### config.mk
export PLATFORM = sky130hd
export DESIGN_NAME = adc_frame_capture
export DESIGN_NICKNAME = d
export VERILOG_FILES = /design/src/rtl/adc_frame_capture.sv
export SDC_FILE = /design/constraint.sdc
export NUM_CORES = 1
export LEC_CHECK = 0
export BUFFER_PORTS_ARGS = -buffer_cell sky130_fd_sc_hd__buf_2
export CAP_MARGIN = 20
export CORE_AREA = 2 2 211 213
export DETAILED_ROUTE_END_ITERATION = 16
export DIE_AREA = 0 0 213 215
export GPL_TIMING_DRIVEN = 0
export PLACE_DENSITY = 0.69
export SETUP_SLACK_MARGIN = 0.15
export SYNTH_ARGS = -nofsm -noshare
export SYNTH_HDL_FRONTEND = slang
export SYNTH_SLANG_ARGS = --single-unit
### constraint.sdc
create_clock -name clk_in -period 3.8 [get_ports clk_in]
set_input_delay 0.76 -clock clk_in [delete_from_list [all_inputs] [get_ports clk_in]]
set_output_delay 0.76 -clock clk_in [all_outputs]
set_load 0.005 [all_outputs]
### src/rtl/adc_frame_capture.sv
// adc_frame_capture: frames paired ADC samples on a chirp sync, packs each pair
// into a 32-bit word and streams it out through a show-ahead FIFO.
module adc_frame_capture #(
  parameter int unsigned bit_width  = 14,
  parameter int unsigned frame_len  = 256,
  parameter int unsigned fifo_depth = 16
) (
  input  logic                 clk_in,
  input  logic                 rst_n_in,
  input  logic                 sync_in,
  input  logic                 sample_valid_in,
  input  logic [bit_width-1:0] data_a_in,
  input  logic [bit_width-1:0] data_b_in,
  input  logic                 overrange_a_in,
  input  logic                 overrange_b_in,
  output logic [31:0]          m_data_out,
  output logic                 m_valid_out,
  input  logic                 m_ready_in,
  output logic                 m_last_out,
  output logic                 busy_out,
  output logic                 frame_ovr_out,
  output logic [15:0]          drop_cnt_out,
  output logic                 sync_err_out,
  output logic                 done_out
);

  localparam int unsigned addr_w = $clog2(fifo_depth);
  localparam int unsigned cnt_w  = 16;
  localparam int unsigned word_w = 32;

  typedef enum logic [1:0] {
    IDLE    = 2'd0,
    CAPTURE = 2'd1,
    DRAIN   = 2'd2
  } state_t;

  typedef struct packed {
    logic              last;
    logic [word_w-1:0] data;
  } entry_t;

  state_t            state_q;
  state_t            state_d;
  logic [addr_w:0]   wr_ptr_q;
  logic [addr_w:0]   rd_ptr_q;
  entry_t            mem_q [fifo_depth];
  entry_t            head_c;
  logic [cnt_w-1:0]  sample_cnt_q;
  logic [cnt_w-1:0]  drop_cnt_q;
  logic              frame_ovr_q;
  logic              sync_err_q;
  logic              done_q;
  logic              busy_q;

  logic              fifo_empty_c;
  logic              fifo_full_c;
  logic              pop_c;
  logic              push_try_c;
  logic              push_ok_c;
  logic              last_push_c;
  logic              frame_start_c;
  logic [word_w-1:0] packed_word_c;

  // FIFO status, handshake and push qualification
  always_comb begin
    fifo_empty_c  = (wr_ptr_q == rd_ptr_q);
    fifo_full_c   = (wr_ptr_q[addr_w] != rd_ptr_q[addr_w]) &&
                    (wr_ptr_q[addr_w-1:0] == rd_ptr_q[addr_w-1:0]);
    head_c        = mem_q[rd_ptr_q[addr_w-1:0]];
    pop_c         = !fifo_empty_c && m_ready_in;
    push_try_c    = (state_q == CAPTURE) && sample_valid_in;
    push_ok_c     = push_try_c && (!fifo_full_c || pop_c);
    last_push_c   = (sample_cnt_q == cnt_w'(frame_len - 1));
    frame_start_c = (state_q == IDLE) && sync_in;
  end

  // Pack overrange flags and both channel samples into one word
  always_comb begin
    packed_word_c                  = '0;
    packed_word_c[31]              = overrange_a_in;
    packed_word_c[30]              = overrange_b_in;
    packed_word_c[16 +: bit_width] = data_a_in;
    packed_word_c[0 +: bit_width]  = data_b_in;
  end

  // Next-state logic
  always_comb begin
    state_d = state_q;
    case (state_q)
      IDLE:    if (sync_in) state_d = CAPTURE;
      CAPTURE: if (push_ok_c && last_push_c) state_d = DRAIN;
      DRAIN:   if (pop_c && head_c.last) state_d = IDLE;
      default: state_d = IDLE;
    endcase
  end

  // State register
  always_ff @(posedge clk_in or negedge rst_n_in) begin
    if (!rst_n_in) state_q <= IDLE;
    else           state_q <= state_d;
  end

  // FIFO pointers; reset empties the FIFO and discards pending words
  always_ff @(posedge clk_in or negedge rst_n_in) begin
    if (!rst_n_in) begin
      wr_ptr_q <= '0;
      rd_ptr_q <= '0;
    end else begin
      if (push_ok_c) wr_ptr_q <= wr_ptr_q + (addr_w + 1)'(1);
      if (pop_c)     rd_ptr_q <= rd_ptr_q + (addr_w + 1)'(1);
    end
  end

  // FIFO storage, tagged with the end-of-frame marker
  always_ff @(posedge clk_in) begin
    if (push_ok_c) mem_q[wr_ptr_q[addr_w-1:0]] <= '{last: last_push_c, data: packed_word_c};
  end

  // Frame counters and sticky status, cleared on an accepted sync
  always_ff @(posedge clk_in or negedge rst_n_in) begin
    if (!rst_n_in) begin
      sample_cnt_q <= '0;
      drop_cnt_q   <= '0;
      frame_ovr_q  <= 1'b0;
    end else if (frame_start_c) begin
      sample_cnt_q <= '0;
      drop_cnt_q   <= '0;
      frame_ovr_q  <= 1'b0;
    end else if (push_ok_c) begin
      sample_cnt_q <= sample_cnt_q + cnt_w'(1);
      frame_ovr_q  <= frame_ovr_q | overrange_a_in | overrange_b_in;
    end else if (push_try_c && (drop_cnt_q != {cnt_w{1'b1}})) begin
      drop_cnt_q   <= drop_cnt_q + cnt_w'(1);
    end
  end

  // Registered pulses and busy flag
  always_ff @(posedge clk_in or negedge rst_n_in) begin
    if (!rst_n_in) begin
      sync_err_q <= 1'b0;
      done_q     <= 1'b0;
      busy_q     <= 1'b0;
    end else begin
      sync_err_q <= sync_in && (state_q != IDLE);
      done_q     <= (state_q == DRAIN) && pop_c && head_c.last;
      busy_q     <= (state_d != IDLE);
    end
  end

  assign m_valid_out   = !fifo_empty_c;
  assign m_data_out    = fifo_empty_c ? '0 : head_c.data;
  assign m_last_out    = !fifo_empty_c && head_c.last;
  assign busy_out      = busy_q;
  assign frame_ovr_out = frame_ovr_q;
  assign drop_cnt_out  = drop_cnt_q;
  assign sync_err_out  = sync_err_q;
  assign done_out      = done_q;

endmodule

==> results.json, run 1 <==
{
  "fp.coreArea_sq_um": 43600,
  "final_cell_area_sq_um": 25400,
  "hpwl_microns": 29300,
  "cts_sinks": 544,
  "p_per_area_nw_per_um2": 724,
  "setup_slack_ps": 204,
  "slew_headroom_pct": 35.3,
  "cts.path.max_buffers": 3,
  "synth-seq-cells": 544,
  "drt_iter0_markers": 1095,
  "grt_util_all_layers_pct": 21.6,
  "arrival_ps": 2840,
  "numCtsBuffers": 53,
  "gp_congestion": 0.781,
  "synth_top_area_share_pct": 69.5,
  "die_w_microns": 213,
  "finalCriticalPeriod_ps": 3600,
  "path_clk_slew_ps": 60,
  "muxShareOfSynthArea_pct": 16.6,
  "p_int_w": 0.0131,
  "synth.area.top_cells": "edfxtp_1 69%, mux4_2 16%, dfrtp_1 5.6%",
  "vias": 10800,
  "io_buffers": 86,
  "grt_overflow": 0,
  "synthToLayoutAreaGrowth_pct": 18.7,
  "multi_input_area_sq_um": 5180,
  "cts_hold_buffers": 0,
  "antenna_left": 0,
  "die_area_sq_um": 45800,
  "synthSimpleGateAreaFrac_pct": 3.99,
  "synth_top_cell_by_area": "edfxtp_1",
  "clkLatencyLatePin_ps": 610,
  "max_freq_mhz": 278,
  "drive_gt1_share_pct": 34.4,
  "hold_path.class": "input pin to async pin",
  "finalSetupTns_ps": 0,
  "fin_nets": 1231,
  "worst_pin_slew_ps": 970,
  "synth_compound_area_share_pct": 1.82,
  "drv_cap": 0,
  "grt_pass1_vias": 10900,
  "irDropWorstVdd_mv": 0.392,
  "start_util_pct": 49.1,
  "cts_tree": "built",
  "rows": 77,
  "synth_commonest_cells": "496 x edfxtp_1, 154 x mux4_2, 48 x dfrtp_1",
  "synth_edf_count": 496,
  "cts_htree_levels": 2,
  "dr.pass1.iters": 5,
  "place_ws_ps": 130,
  "ys_async_sr_fraction_pct": 8.82,
  "critPathRequiredTime_ps": 3040,
  "synth_cells": 1009,
  "synth_area_sq_um": 21400,
  "p_leak_nw": 8.50,
  "power_frac_clock_pct": 28.8,
  "final-setup-viol-count": 0,
  "die_y_microns": 215,
  "hold_viol": 0,
  "cp_max_fo": 10,
  "cts_root_buffer": "clkbuf_16",
  "fillers": 3139,
  "status": "completed",
  "power_frac_seq_pct": 39.3,
  "end_kind": "primary output",
  "pin_count": 89,
  "totalWireLength_microns": 48100,
  "grt_pass1_wl_microns": 71100,
  "yosysSeqAreaShare_pct": 75.1,
  "criticalPathCategory": "flip-flop to primary output",
  "synthXorXnorAreaFrac_pct": 0.695,
  "reg2reg_depth": 10,
  "rsz0062_at_grt": "true",
  "synth_fa_ha_area_share_pct": 0.409,
  "slew_violations": 0,
  "synth_warnings": 0,
  "regArea_sq_um": 16100,
  "ys.flop_type": "edfxtp_1",
  "antenna_found_initial": 3,
  "synth_top_family_by_area": "multiplexers",
  "place_area_sq_um": 23300,
  "period_share_pct": 94.6,
  "p_comb_share_pct": 31.8,
  "swShare_pct": 28.7,
  "critPathLaunchType": "flip-flop",
  "synthDistinctLibCells": 47,
  "power_switching_w": 0.00530,
  "synth_most_common_cell": "edfxtp_1",
  "avgSynthCellArea_sq_um": 21.2,
  "grt_max_degree": 49,
  "vias_per_cell": 5.91,
  "drc": 0,
  "wl_per_cell_microns": 26.3,
  "fin_skew_ps": 23.2
}
metrics by stage:
| stage | instances | hold WS (ps) | power [W] | util (%) |
|---|---|---|---|---|
| after floorplan | 1010 | 462 | 0.0108 | - |
| after global placement | 1688 | 475 | 0.0127 | 51.9 |
| after detailed placement | 1711 | 478 | 0.0129 | 53.3 |
| after CTS | 1816 | 386 | 0.0186 | 58.0 |
| after global routing | 1825 | 8.90 | 0.0191 | 58.3 |
| final | 1826 | 11.2 | 0.0184 | 58.3 |
final cells by class:
cell class	count	share of cell area [%]
multi-input cells	397	20.4
flip-flops and latches	544	63.2
diodes	1	0.00983
clock inverters	34	1.42
repair buffers	124	4.38
clock buffers	65	5.47
well taps	592	2.91
inverters	14	0.206
plain buffers	55	1.99
power by group through the flow:
stage	logic (W)	clock network, W	registers (W)
3_3_place_gp	0.00526	0	0.00740
4_1_cts	0.00594	0.00538	0.00725
2_1_floorplan	0.00350	0	0.00734
3_5_place_dp	0.00556	0	0.00737
6_report	0.00587	0.00532	0.00725
5_1_grt	0.00623	0.00561	0.00729
registers in the layout, summed over array words and instances, names as in the netlist, 2 cells and up:
register / cells
state_q: 2
mem_q: 496
wr_ptr_q: 5
drop_cnt_out: 16
rd_ptr_q: 5
sample_cnt_q: 16
routing by layer:
layer  wire [microns]  global-route usage (%)  part of all wire (%)
met5               21                       0                 0.044
met4             1090                    6.41                   2.3
met3             3180                    3.81                   6.6
met1            19300                    29.6                    40
met2            24500                    35.6                    51
cells by family after synthesis:
logic type,count (synthesis)
DFF,544
muxes,162
and+or+nand+nor,151
buffers and inverters,69
AOI/OAI and AO/OA,58
xor gates and xnor gates,17
adders and majority gates,7
other,1
final timing paths:
path | to | slack, ps | start
max in group asynchronous | done_out$_DFF_PN0_ | 3290 | rst_n_in
max reg2reg | mem_q[1][19]$_DFFE_PP_ | 310 | wr_ptr_q[2]$_DFFE_PN0P_
min reg2reg | wr_ptr_q[4]$_DFFE_PN0P_ | 490 | wr_ptr_q[4]$_DFFE_PN0P_
min | drop_cnt_out[10]$_DFFE_PN0P_ | 10 | rst_n_in
max | m_data_out[12] | 200 | rd_ptr_q[0]$_DFFE_PN0N_
min in group clk_in | sync_err_out$_DFF_PN0_ | 430 | sync_in
cell usage in the layout (no fill, tap or decap), types with 8 or more instances in the layout:
cell type  netlist  final
a21oi_1         20     20
and2_1          33     33
and3_1           8      8
buf_12           0     19
buf_16           0     10
buf_2           14     92
buf_4            2     16
clkbuf_1        30     21
clkbuf_16        0     55
clkbuf_2         1      8
clkbuf_8         0      9
clkinv_1         0     12
clkinv_2         0     12
dfrtp_1         48     48
edfxtp_1       496    496
inv_1           14     14
mux4_2         154    154
nand2_1         25     25
nand3_1         17     17
nor2_1          23     12
nor2_4           0     11
o31ai_1         14     14
or4_1           15     15
xnor2_1         10     10
critical path, stage by stage, from the launching register on:
cell	delay, ps
dfrtp_1	380
buf_8	150
clkbuf_16	170
buf_12	160
mux4_2	530
mux4_2	490
and2_1	210
buf_2	130
what timing repair did:
action / in CTS / in global routing
gates cloned: 1 / 0
hold endpoints to repair: 0 / 0
resized for setup: 91 / 1
endpoints found under the setup margin: 31 / 40
setup buffers: 5 / 8
pin swaps: 1 / 3
Note: power is estimated with default switching activity, not from simulation.
==> run 2: changes to the inputs <==
--- a/config.mk
+++ b/config.mk
@@ -7,11 +7,10 @@
 export LEC_CHECK = 0
 export BUFFER_PORTS_ARGS = -buffer_cell sky130_fd_sc_hd__buf_2
 export CAP_MARGIN = 20
-export CORE_AREA = 2 2 211 213
+export CORE_AREA = 2 2 235 237
 export DETAILED_ROUTE_END_ITERATION = 16
-export DIE_AREA = 0 0 213 215
+export DIE_AREA = 0 0 237 239
 export GPL_TIMING_DRIVEN = 0
-export PLACE_DENSITY = 0.69
 export SETUP_SLACK_MARGIN = 0.15
 export SYNTH_ARGS = -nofsm -noshare
 export SYNTH_HDL_FRONTEND = slang
==> constraint.sdc (replaced) <==
create_clock -name clk_in -period 4.6 [get_ports clk_in]
set_input_delay 0.92 -clock clk_in [delete_from_list [all_inputs] [get_ports clk_in]]
set_output_delay 0.92 -clock clk_in [all_outputs]
set_load 0.005 [all_outputs]
==> run 2 against run 1 <==
Effect of this change: register-to-register slack better by 810 ps; total power shrank 20%; critical path depth unchanged; design area down 1.3%; utilization is 12 points lower; critical path type unchanged; highest routed layer unchanged.
==> results.json, run 2 (synthesis results as in run 1) <==
{
  "criticalPathCategory": "flip-flop to primary output",
  "reg2reg_to": "mem_q[3][11]$_DFFE_PP_",
  "hold_path.class": "input pin to async pin",
  "critPathRequiredTime_ps": 3680,
  "finalCriticalPeriod_ps": 4130,
  "dr.pass1.iters": 5,
  "drive_gt1_share_pct": 33.1,
  "setup_slack_ps": 466,
  "antenna_left": 0,
  "reg2reg_depth": 9,
  "fin_nets": 1232,
  "drt_iter0_markers": 1048,
  "cts_root_buffer": "clkbuf_16",
  "path_clk_slew_ps": 60,
  "synthToLayoutAreaGrowth_pct": 17.2,
  "max_freq_mhz": 242,
  "totalWireLength_microns": 48800,
  "p_leak_nw": 8.25,
  "grt_util_all_layers_pct": 17.6,
  "drc": 0,
  "fp.coreArea_sq_um": 54300,
  "cts_hold_buffers": 0,
  "drv_cap": 0,
  "die_y_microns": 239,
  "cts_sinks": 544,
  "vias_per_cell": 5.53,
  "final_common_cell": "edfxtp_1",
  "antenna_found_initial": 2,
  "grt_max_degree": 49,
  "cts.path.max_buffers": 3,
  "io_buffers": 86,
  "status": "completed",
  "grt_overflow": 0,
  "vias": 10700,
  "pin_count": 89,
  "utilization_pct": 46.2,
  "r2r-start": "rd_ptr_q[2]$_DFFE_PN0N_",
  "crit_start": "rd_ptr_q[0]$_DFFE_PN0N_",
  "grt_pass1_vias": 10900,
  "wl_per_cell_microns": 25.3,
  "die_w_microns": 237,
  "place_ws_ps": 772,
  "irDropWorstVdd_mv": 0.351,
  "clkLatencyLatePin_ps": 610,
  "rows": 86,
  "period_share_pct": 89.9,
  "start_util_pct": 39.4,
  "arrival_ps": 3210,
  "fin_skew_ps": 23.3,
  "crit_path_frequent_cell": "mux4_2",
  "cts_htree_levels": 2,
  "rsz0062_at_grt": "false",
  "regToRegSetupSlack_ps": 1120,
  "largest_reg_flops": 496,
  "gp_congestion": 0.762,
  "die_area_sq_um": 56600,
  "final_cell_mix": "496 x edfxtp_1, 154 x mux4_2, 92 x buf_2",
  "slew_violations": 0,
  "end_kind": "primary output",
  "hold_viol": 0,
  "critPathMaxStageDelay_ps": 520,
  "critPathLaunchType": "flip-flop",
  "cp_cell_sequence": "buf_6 > buf_1 > buf_8 > mux4_2 > mux4_2 > and2_1 > buf_2",
  "slew_headroom_pct": 30.6,
  "hpwl_microns": 30600,
  "p_per_area_nw_per_um2": 588,
  "grt_pass1_wl_microns": 72700,
  "cts_tree": "built",
  "crit_slowest_cell": "buf_1",
  "worst_pin_slew_ps": 1040,
  "numCtsBuffers": 53,
  "critical_path.endpoint": "m_data_out[19]",
  "cp_max_fo": 10,
  "final-setup-viol-count": 0
}
-- run 2: power breakdown --
group	total [W]	internal, W	switching (W)
sequential	0.00598	0.00586	0.000120
clock	0.00417	0.00233	0.00185
combinational	0.00460	0.00223	0.00237
-- run 2: final cells by class --
cell class,count,area [sq um]
clock buffer,66,1400
antenna,1,2.50
sequential,544,16100
clock inverter,27,250
timing repair buffer,125,990
multi-input combinational,397,5150
inverter,14,52.6
buffer,55,288
tap,704,881
fill,4484,29200
-- run 2: worst min-delay path by stage --
stage	slack, ps	cells after the start	startpoint	endpoint
detailed placement	480	1	wr_ptr_q[4]$_DFFE_PN0P_	wr_ptr_q[4]$_DFFE_PN0P_
global placement	480	1	wr_ptr_q[4]$_DFFE_PN0P_	wr_ptr_q[4]$_DFFE_PN0P_
global route	150	1	rst_n_in	drop_cnt_out[8]$_DFFE_PN0P_
CTS	490	1	wr_ptr_q[4]$_DFFE_PN0P_	wr_ptr_q[4]$_DFFE_PN0P_
floorplan	460	1	wr_ptr_q[4]$_DFFE_PN0P_	wr_ptr_q[4]$_DFFE_PN0P_
finish	150	1	rst_n_in	drop_cnt_out[9]$_DFFE_PN0P_
-- run 2: metrics by stage --
step                std cells  hold slack (ps)  instance area, sq um  setup TNS [ps]  total power, W
finish                   1933              153                 25100               0          0.0148
global route             1932              146                 25100               0          0.0154
CTS                      1927              488                 25000               0          0.0149
detailed placement       1834              481                 23400               0          0.0107
global placement         1800              476                 22700         -837850          0.0105
floorplan                1010              462                 21400               0         0.00896
-- run 2: timing repair --
item                       CTS  global route
buffers inserted             0             0
setup endpoints to repair   16            30
resized for setup            6            25
pin swaps                    0             0
-- run 2: worst max-delay path: cells and delay by family, from the launching register on --
kind	cells	cell delay, ps
muxes	2	990
DFF	1	370
and+or+nand+nor	1	180
buffers and inverters	4	1040
-- run 2: per-layer routing --
| layer | GRT usage (%) | part of all wire, % | vias up | routed length, microns |
|---|---|---|---|---|
| li1 | - | - | 4571 | - |
| met3 | 3.01 | 5.6 | 75 | 2740 |
| met2 | 29.0 | 50 | 303 | 24300 |
| met5 | 0 | 0.059 | - | 29 |
| met1 | 24.3 | 42 | 5727 | 20700 |
| met4 | 5.35 | 2.2 | 4 | 1070 |
